[config.mk]
export PLATFORM = sky130hd
export DESIGN_NAME = aer_fifo_out_if
export DESIGN_NICKNAME = d
export VERILOG_FILES = /design/src/rtl/aer_fifo_out_if.sv
export SDC_FILE = /design/constraint.sdc
export NUM_CORES = 1
export LEC_CHECK = 0
export CAP_MARGIN = 20
export CELL_PAD_IN_SITES_DETAIL_PLACEMENT = 0
export CELL_PAD_IN_SITES_GLOBAL_PLACEMENT = 1
export CORE_MARGIN = 8
export CORE_UTILIZATION = 52
export DETAILED_ROUTE_END_ITERATION = 7
export HOLD_SLACK_MARGIN = 0.02
export PLACE_DENSITY = 0.81
export SYNTH_ARGS = -nofsm -noshare
export SYNTH_HDL_FRONTEND = slang
export SYNTH_SLANG_ARGS = --single-unit
[constraint.sdc]
create_clock -name clk -period 3.1 [get_ports clk]
set_clock_uncertainty 0.15 [all_clocks]
set_input_delay 0.62 -clock clk [delete_from_list [all_inputs] [get_ports clk]]
set_output_delay 0.62 -clock clk [all_outputs]
set_load 0.01 [all_outputs]
[src/rtl/aer_fifo_out_if.sv]
// AER output stage: buffers one-cycle spike events in a circular FIFO and
// drains them over a 4-phase active-low req/ack link.
// Ports: clk, reset (sync, active-high); ev_valid/ev_data event input;
//   aer_req/aer_data/aer_ack AER link; fifo_count occupancy;
//   drop_count saturating count of events lost to a full FIFO.
module aer_fifo_out_if #(
  parameter int DEPTH_LOG2 = 4,
  parameter int DATA_WIDTH = 16
) (
  input  logic                  clk,
  input  logic                  reset,
  input  logic                  ev_valid,
  input  logic [DATA_WIDTH-1:0] ev_data,
  output logic                  aer_req,
  output logic [DATA_WIDTH-1:0] aer_data,
  input  logic                  aer_ack,
  output logic [DEPTH_LOG2:0]   fifo_count,
  output logic [15:0]           drop_count
);

  localparam int DEPTH = 2 ** DEPTH_LOG2;
  localparam logic [DEPTH_LOG2:0] C_FULL =
    (DEPTH_LOG2 + 1)'(DEPTH);

  typedef enum logic [1:0] {
    S_IDLE,
    S_SETUP,
    S_REQ,
    S_RELEASE
  } state_t;

  state_t                  r_state;
  logic                    r_req;
  logic [DATA_WIDTH-1:0]   r_aer_data;
  logic                    r_ack_m;
  logic                    r_ack_s;
  logic [DATA_WIDTH-1:0]   r_mem [DEPTH];
  logic [DEPTH_LOG2-1:0]   r_wptr;
  logic [DEPTH_LOG2-1:0]   r_rptr;
  logic [DEPTH_LOG2:0]     r_count;
  logic [15:0]             r_drop;

  logic w_pop;
  logic w_full;
  logic w_push;
  logic w_drop;

  // A pop frees a slot in the same cycle, so a full FIFO can still accept.
  assign w_pop  = (r_state == S_IDLE) && (r_count != '0) && r_ack_s;
  assign w_full = (r_count == C_FULL);
  assign w_push = ev_valid && (!w_full || w_pop);
  assign w_drop = ev_valid && w_full && !w_pop;

  always_ff @(posedge clk) begin
    if (reset) begin
      r_ack_m <= 1'b1;
      r_ack_s <= 1'b1;
    end else begin
      r_ack_m <= aer_ack;
      r_ack_s <= r_ack_m;
    end
  end

  // Storage needs no reset: clearing the pointers discards the contents.
  always_ff @(posedge clk) begin
    if (!reset && w_push) begin
      r_mem[r_wptr] <= ev_data;
    end
  end

  always_ff @(posedge clk) begin
    if (reset) begin
      r_wptr  <= '0;
      r_rptr  <= '0;
      r_count <= '0;
      r_drop  <= '0;
    end else begin
      if (w_push) begin
        r_wptr <= r_wptr + 1'b1;
      end
      if (w_pop) begin
        r_rptr <= r_rptr + 1'b1;
      end
      unique case ({w_push, w_pop})
        2'b10:   r_count <= r_count + 1'b1;
        2'b01:   r_count <= r_count - 1'b1;
        default: r_count <= r_count;
      endcase
      if (w_drop && (r_drop != 16'hFFFF)) begin
        r_drop <= r_drop + 1'b1;
      end
    end
  end

  // aer_req drops on the edge after REQ is entered, giving the
  // data one SETUP cycle plus one REQ cycle of setup before the request.
  always_ff @(posedge clk) begin
    if (reset) begin
      r_state    <= S_IDLE;
      r_req      <= 1'b1;
      r_aer_data <= '0;
    end else begin
      unique case (r_state)
        S_IDLE: begin
          r_req <= 1'b1;
          if (w_pop) begin
            r_aer_data <= r_mem[r_rptr];
            r_state    <= S_SETUP;
          end
        end
        S_SETUP: begin
          r_req   <= 1'b1;
          r_state <= S_REQ;
        end
        S_REQ: begin
          if (!r_ack_s) begin
            r_req   <= 1'b1;
            r_state <= S_RELEASE;
          end else begin
            r_req <= 1'b0;
          end
        end
        S_RELEASE: begin
          r_req <= 1'b1;
          if (r_ack_s) begin
            r_state <= S_IDLE;
          end
        end
        default: begin
          r_req   <= 1'b1;
          r_state <= S_IDLE;
        end
      endcase
    end
  end

  assign aer_req    = r_req;
  assign aer_data   = r_aer_data;
  assign fifo_count = r_count;
  assign drop_count = r_drop;

endmodule

==> metrics.cfg, run 1 <==
[status]
status = finished, final reports clean

[power_and_ir_drop]
p_total_mw = 10.27
power.leakage_nw = 4.549
p_comb_share_pct = 17.6
swShare_pct = 25.11
p_sw_mw = 2.578
powerDensity_nw_per_um2 = 724.6
p_int_mw = 7.689
seq_power_share_pct = 47.7
peakVddDrop_uv = 573.2
clkPwrFrac_pct = 34.7

[timing]
fin_setup_tns_ns = 0
min_period_ns = 2.461
setup_viol = 0
hold_violations = 0
max_freq_mhz = 406.3
post-route-period-util_pct = 79.39
worstMarginPinSlew_ns = 0.9257
rsz0062_at_grt = no
maxSlewHeadroom_pct = 38.29
finalMaxSlewViolations = 0

[global_route]
grt-ovfl-total = 0
antenna_found_initial = 0
grt_pass1_vias = 6584
grt_pass1_wl_mm = 38.60
grt_max_degree = 45
grt_util_all_layers_pct = 17.62

[drt]
drt-initial-drc-count = 534
drc = 0
ant_nets = 0
drt-met1-wl_mm = 10.11
highest_layer = met4
firstDrtPassIters = 5
wirelength_mm = 24.72
wl_met3_mm = 1.563
avgRoutedWirePerCell_um = 23.35
viasPerCell = 6.047
vias = 6404
dr_wl_met2_mm = 12.39

[worst_setup_path]
critPathKind = reg -> reg
r2r-end = fifo_count[4]$_SDFFE_PP0P_
reg2regPathDepth = 9
cp.required_ns = 3.39
r2r_start = fifo_count[1]$_SDFFE_PP0P_
worstSetupEndpointType = flip-flop
timing.reg2reg.setup_slack_ns = 0.64
worstPathArrival_ns = 2.75
cp_max_fo = 8
start_kind = flip-flop

[job]
drv_cap = 0

[logic_synthesis]
synthArstFlopShare_pct = 0
yosys_register_bits = 306
synth.most_common_cell = edfxtp_1
netlist_area_sq_um = 12020
synth_cell_types = 44
synth_top_area_share_pct = 63.96
yosysWarnings = 0
yosys-top-cells-area = edfxtp_1 (64%), mux4_2 (12%), dfxtp_1 (8.3%), mux2i_1 (2.9%), ha_1 (1.4%)
synth-edff-count = 256
yosysTopAreaCell = edfxtp_1
syn_nets = 685
avgSynthCellArea_sq_um = 18.43
synth_seq_area_share_pct = 72.29
synth_ff_type = edfxtp_1
synth_common_cells = edfxtp_1 (256), mux4_2 (64), dfxtp_1 (50)
synthCells = 652

[clock_tree]
clock_path_buffers = 3
cts-root-buf = clkbuf_16
hold_buffers = 0
clkLatencyLatePin_ns = 0.55
post-cts-setup-buffers = 0
cts_htree_levels = 1
cts_tree = built
cts.clk_slew.worst_paths_ns = 0.06
cts_resized = 0
cts_made_buffers = 30
cts_sinks = 306

[final_layout]
area_growth_pct = 17.89
drive_gt1_share_pct = 21.45
diodes = 0
num-nets-final = 783

[min_path]
worstHoldPathType = reg -> reg
hold_end = r_ack_s$_SDFF_PP1_
hold_start = r_ack_m$_SDFF_PP1_
hold_depth = 1

[placed_design]
place_congestion = 0.8171
dp_hpwl_mm = 16.08
portBuffers = 57

[floorplanning]
core-area_sq_um = 22640
initial_utilization_pct = 53.09
dieArea_sq_um = 28230
ios = 58
num_rows = 55
fp.dieW_um = 168.0
fp.dieH_um = 168.0

## layout by cell type, fill, tap and decap left out, types with 5 or more instances in the layout
cell,n
o31ai_1,5
xor2_1,10
nand4_1,7
a21oi_1,18
or4_1,5
buf_4,39
o221ai_1,16
or3_1,9
clkinv_2,8
nand2_1,15
dfxtp_1,47
clkdlybuf4s50_1,56
o21ai_0,6
buf_12,5
mux2i_1,35
inv_1,8
edfxtp_1,256
clkbuf_1,6
ha_1,13
nor3_1,5
clkbuf_16,30
nor2_1,40
nand3b_1,21
mux4_2,64
## metal layers
layer  up-vias  track usage, %
met5         -               0
met4         0           5.707
met3        57           2.830
met2       219           30.16
met1      3291           22.72
li1       2837               -
## per-stage QoR
| stage | utilization [%] | setup slack (ns) | hold slack, ns | std cells | cell area [sq um] |
|---|---|---|---|---|---|
| 6_report | 62.59 | 0.6388 | 0.2611 | 1059 | 14170 |
| 5_1_grt | 62.59 | 0.4289 | 0.2674 | 1059 | 14170 |
| 4_1_cts | 62.59 | 0.6293 | 0.2642 | 1059 | 14170 |
| 3_5_place_dp | 58.25 | 0.2702 | 0.2466 | 1003 | 13190 |
| 3_3_place_gp | 58.25 | 0.2926 | 0.2466 | 1003 | 13190 |
| 2_1_floorplan | - | 0.2718 | 0.2395 | 652 | 12020 |
## critical path: stages, from the launching register on
cell     delay [ns]
dfxtp_1        0.40
nor4_4         0.50
a21oi_1        0.22
xor2_1         0.19
ha_1           0.24
a31oi_1        0.19
nor2_1         0.06
a32oi_1        0.18
nor3_1         0.07
a21o_1         0.16
## how the worst max path moves through the flow
stage                                 endpoint                       start  slack, ns  cells past startpoint
detailed placement      r_mem[15][5]$_DFFE_PP_                    ev_valid       0.27                      8
CTS                              fifo_count[1]  fifo_count[1]$_SDFFE_PP0P_       0.63                      1
global placement        r_mem[15][0]$_DFFE_PP_                    ev_valid       0.29                      8
floorplan               r_mem[15][0]$_DFFE_PP_                    ev_valid       0.27                      5
finish              fifo_count[4]$_SDFFE_PP0P_  fifo_count[1]$_SDFFE_PP0P_       0.64                      9
global route            r_mem[15][3]$_DFFE_PP_     r_state[0]$_SDFFE_PP0P_       0.43                      8
## sequential cells by signal, summed over array words and instances (netlist names)
| signal | flops |
|---|---|
| r_ack_m | 1 |
| drop_count | 16 |
| r_ack_s | 1 |
| aer_data | 16 |
| r_mem | 256 |
| r_wptr | 4 |
| fifo_count | 5 |
| aer_req | 1 |
| r_rptr | 4 |
| r_state | 2 |
## power by group through the flow
stage | logic [mW] | registers (mW) | clock network [mW]
floorplan | 1.17 | 4.90 | 0
global placement | 1.80 | 4.97 | 0
detailed placement | 1.83 | 4.98 | 0
CTS | 1.84 | 4.90 | 3.63
global route | 1.97 | 4.92 | 3.78
finish | 1.81 | 4.89 | 3.57
## final cells by class
cell class | count | area, sq um
inverters | 8 | 30.03
repair buffers | 101 | 958.4
well taps | 285 | 356.6
flip-flops and latches | 306 | 8695
clock inverters | 17 | 167.7
multi-input cells | 303 | 3148
clock buffers | 39 | 814.5
fillers | 1574 | 8471
## cell families after synthesis
logic type / count (synthesis) / share of synthesized area [%]
compound gates: 60 / 3.508
flops: 306 / 72.29
xor+xnor: 13 / 0.9473
buf+inv: 43 / 1.520
simple gates: 116 / 5.288
fa+ha+maj: 13 / 1.353
mux: 101 / 15.09
Note: power is estimated with default switching activity, not from simulation.
==> inputs of run 2 (changes only) <==
==> constraint.sdc (replaced) <==
create_clock -name clk -period 2.3 [get_ports clk]
set_clock_uncertainty 0.15 [all_clocks]
set_input_delay 0.46 -clock clk [delete_from_list [all_inputs] [get_ports clk]]
set_output_delay 0.46 -clock clk [all_outputs]
set_load 0.01 [all_outputs]
==> metrics.cfg, run 2 (synthesis gave the netlist of run 1 again) <==
[floorplanning]
core-area_sq_um = 22640
fp.dieW_um = 168.0
initial_utilization_pct = 53.09
num_rows = 55
dieArea_sq_um = 28230
ios = 58
fp.dieH_um = 168.0

[worst_setup_path]
start_kind = flip-flop
reg2regPathDepth = 8
crit_family = buffers and inverters
crit_chain = buf_4 -> clkdlybuf4s50_1
critPathKind = reg -> out
worstSetupEndpointType = primary output
crit_cells = 2
worstPathArrival_ns = 1.62
cp_slowest_cell = clkdlybuf4s50_1
critPathBufInv = 2
cp_max_fo = 6
cp.required_ns = 1.69
slowest_delay_ns = 0.54

[final_layout]
drive_gt1_share_pct = 25.60
final_area_sq_um = 14690
seq_area_sq_um = 8696
num-nets-final = 803
stdcell_count = 1078
multi_input_area_sq_um = 3322
top_register = r_mem
area_growth_pct = 22.26
final_common_cell = edfxtp_1
final_cell_mix = edfxtp_1 (256), mux4_2 (64), clkdlybuf4s50_1 (56)
largest_register_ffs = 256
diodes = 0
num-fill-cells = 1497

[drt]
drc = 0
firstDrtPassIters = 7
drt-initial-drc-count = 629
viasPerCell = 6.141
wirelength_mm = 27.11
avgRoutedWirePerCell_um = 25.15
ant_nets = 0
vias = 6620

[global_route]
antenna_found_initial = 0
grt_pass1_wl_mm = 41.24
grt_pass1_vias = 6804
grt-ovfl-total = 0
grt_max_degree = 43
grt_util_all_layers_pct = 19.22

[timing]
hold_ws_ns = 0.2206
worstMarginPinSlew_ns = 0.6160
setup_viol = 0
setup_ws_ns = 0.06526
hold_violations = 0
post-route-period-util_pct = 97.16
min_period_ns = 2.235
finalMaxSlewViolations = 0
max_freq_mhz = 447.5
maxSlewHeadroom_pct = 58.81
rsz0062_at_grt = yes

[clock_tree]
cts_tree = built
clkLatencyLatePin_ns = 0.55
cts_htree_levels = 1
cts-root-buf = clkbuf_16
cts_sinks = 306
cts.clk_slew.worst_paths_ns = 0.06
hold_buffers = 0
cts_made_buffers = 30
clock_path_buffers = 3

[power_and_ir_drop]
peakVddDrop_uv = 691.1
powerDensity_nw_per_um2 = 952.3
power.leakage_nw = 4.669
p_total_mw = 13.99

[job]
drv_cap = 0

[placed_design]
place_congestion = 0.8188
dp_hpwl_mm = 16.67
dp_slack_ns = -0.2973
placed_cells = 1022
portBuffers = 57
post_dp_cell_area_sq_um = 13710

[min_path]
worstHoldPathType = in -> reg
hold_depth = 3

[status]
status = finished, final reports clean

-- run 2: cell types whose count changed in the layout (fill, tap and decap cells not counted), sizes merged --
| cell | delta |
|---|---|
| buf | +20 |
| bufinv | -1 |
| clkinvlp | -1 |
| clkbuf | -5 |
| clkinv | +6 |
-- run 2: path summary, 6_finish.rpt --
check	startpoint	end	slack, ns
worst max-delay path	fifo_count[2]$_SDFFE_PP0P_	fifo_count[2]	0.07
worst min-delay path	reset	r_wptr[0]$_SDFFE_PP0N_	0.22
worst max register to register	fifo_count[3]$_SDFFE_PP0P_	r_mem[9][14]$_DFFE_PP_	0.13
worst min register to register	r_ack_m$_SDFF_PP1_	r_ack_s$_SDFF_PP1_	0.28
-- run 2: repair_timing --
item,CTS,global route
setup buffers,0,1
resized for setup,3,6
endpoints found under the setup margin,220,53
pin swaps,0,1
hold endpoints to repair,0,0
-- run 2: cell type report --
| class | count | share of cell area [%] |
|---|---|---|
| Timing Repair Buffer | 121 | 9.247 |
| Tap cell | 285 | 2.427 |
| Clock inverter | 21 | 0.9792 |
| Multi-Input combinational cell | 303 | 22.61 |
| Sequential cell | 306 | 59.18 |
| Clock buffer | 34 | 5.356 |
| Inverter | 8 | 0.2044 |
-- run 2: worst register-to-register path: stages, from the launching register on --
cell and delay, ns:
dfxtp_1 0.42, nor4_4 0.05, buf_4 0.16, buf_4 0.15
a31oi_4 0.29, nand2_1 0.10, buf_4 0.18, nor2_4 0.15
buf_4 0.22
-- run 2: where the power goes --
part | switching [mW] | internal (mW)
Combinational | 1.41 | 1.46
Sequential | 0.226 | 6.28
Clock | 1.96 | 2.66
Total | 3.60 | 10.4
-- run 2: through the flow --
| stage | setup TNS, ns | utilization, % |
|---|---|---|
| floorplan | -0.01013 | - |
| global placement | -59.33 | 60.54 |
| detailed placement | -67.85 | 60.54 |
| CTS | 0 | 64.72 |
| global route | -0.008722 | 64.90 |
| finish | 0 | 64.90 |
-- run 2: metal layers --
layer	track usage [%]	routed length, um
met1	24.87	11060
met2	33.55	13910
met3	3.040	1666
met4	4.697	474
met5	0	0
==> inputs of run 3 (changes only) <==
==> constraint.sdc (replaced) <==
create_clock -name clk -period 2.3 [get_ports clk]
set_clock_uncertainty 0.15 [all_clocks]
set_input_delay 0.46 -clock clk [delete_from_list [all_inputs] [get_ports clk]]
set_output_delay 0.46 -clock clk [all_outputs]
set_load 0.005 [all_outputs]
==> metrics.cfg, run 3 (synthesis gave the netlist of run 1 again) <==
[status]
status = finished, final reports clean

[timing]
hold_ws_ns = 0.2207
setup_ws_ns = 0.07927
setup_viol = 0
fin_setup_tns_ns = 0
hold_violations = 0
min_period_ns = 2.221
finalMaxSlewViolations = 0
rsz0062_at_grt = yes
max_freq_mhz = 450.3
maxSlewHeadroom_pct = 58.81
post-route-period-util_pct = 96.55
worstMarginPinSlew_ns = 0.6160

[global_route]
antenna_found_initial = 0
grt-ovfl-total = 0
grt_max_degree = 43
grt_pass1_wl_mm = 41.24
grt_pass1_vias = 6804
grt_util_all_layers_pct = 19.22

[clock_tree]
cts_made_buffers = 30
cts_tree = built
clock_path_buffers = 3
cts.clk_slew.worst_paths_ns = 0.06
cts_sinks = 306
clkLatencyLatePin_ns = 0.55
cts_htree_levels = 1
hold_buffers = 0
cts-root-buf = clkbuf_16

[floorplanning]
ios = 58
initial_utilization_pct = 53.09
num_rows = 55
fp.dieW_um = 168.0
fp.dieH_um = 168.0
dieArea_sq_um = 28230
core-area_sq_um = 22640

[final_layout]
diodes = 0
final_util_pct = 64.90
num-nets-final = 803
largest_register_ffs = 256
top_register = r_mem
final_cell_mix = edfxtp_1 (256), mux4_2 (64), clkdlybuf4s50_1 (56)
drive_gt1_share_pct = 25.47
final_area_sq_um = 14690
area_growth_pct = 22.25
stdcell_count = 1078
final_common_cell = edfxtp_1

[worst_setup_path]
worstPathArrival_ns = 1.61
start_kind = flip-flop
critPathKind = reg -> out
cp.required_ns = 1.69
timing.reg2reg.setup_slack_ns = 0.13
worstSetupEndpointType = primary output
cp_max_fo = 7

[power_and_ir_drop]
swShare_pct = 25.37
p_sw_mw = 3.532
clkPwrFrac_pct = 33.2
p_comb_share_pct = 20.1
powerDensity_nw_per_um2 = 947.6
peakVddDrop_uv = 691.1
p_int_mw = 10.39
p_total_mw = 13.92
seq_power_share_pct = 46.7
power.leakage_nw = 4.669

[placed_design]
place_congestion = 0.8188
placed_cells = 1022
post_dp_cell_area_sq_um = 13710
dp_hpwl_mm = 16.67
dp_slack_ns = -0.2973
portBuffers = 57

[drt]
vias = 6619
ant_nets = 0
firstDrtPassIters = 7
drt-initial-drc-count = 629
avgRoutedWirePerCell_um = 25.13
viasPerCell = 6.140
drc = 0
wirelength_mm = 27.09

[min_path]
worstHoldPathType = in -> reg

[job]
drv_cap = 0

[run 3: cell counts in the layout (fill, tap and decap cells not counted)]
No cell type changed its count.
[run 3: repair_timing]
| action | in CTS | in global routing |
|---|---|---|
| pin swaps | 0 | 1 |
| setup buffers | 0 | 1 |
| resized for setup | 3 | 5 |
| endpoints found under the setup margin | 220 | 52 |
[run 3: cell type report]
| type | count | area [sq um] |
|---|---|---|
| Multi-Input combinational cell | 303 | 3322 |
| Fill cell | 1497 | 7948 |
| Timing Repair Buffer | 121 | 1359 |
| Sequential cell | 306 | 8695 |
| Tap cell | 285 | 356.6 |
| Clock buffer | 34 | 787.0 |
| Clock inverter | 21 | 143.9 |
| Inverter | 8 | 30.03 |
[run 3: path summary, 6_finish.rpt]
| kind | startpoint | to | cells past startpoint |
|---|---|---|---|
| worst max-delay path | fifo_count[1]$_SDFFE_PP0P_ | fifo_count[1] | 2 |
| worst min-delay path | reset | r_wptr[0]$_SDFFE_PP0N_ | 3 |
| worst max register to register | fifo_count[3]$_SDFFE_PP0P_ | r_mem[9][14]$_DFFE_PP_ | 8 |
| worst min register to register | r_ack_m$_SDFF_PP1_ | r_ack_s$_SDFF_PP1_ | 1 |
[run 3: power groups by stage]
stage	Sequential [mW]	Clock [mW]	Combinational, mW
3_3_place_gp	6.60	0	2.68
3_5_place_dp	6.61	0	2.75
6_report	6.50	4.62	2.80
2_1_floorplan	6.54	0	1.61
5_1_grt	6.53	4.90	3.03
4_1_cts	6.51	4.70	2.80
[run 3: critical path: stages, from the launching register on]
cell	delay (ns)
dfxtp_1	0.38
buf_4	0.17
clkdlybuf4s50_1	0.51
[run 3: layer usage]
metal	routed length (um)	up-vias	track usage, %
met5	0	-	0
met3	1699	38	3.040
met4	474	0	4.697
met1	11020	3416	24.87
li1	-	2888	-
met2	13890	277	33.55
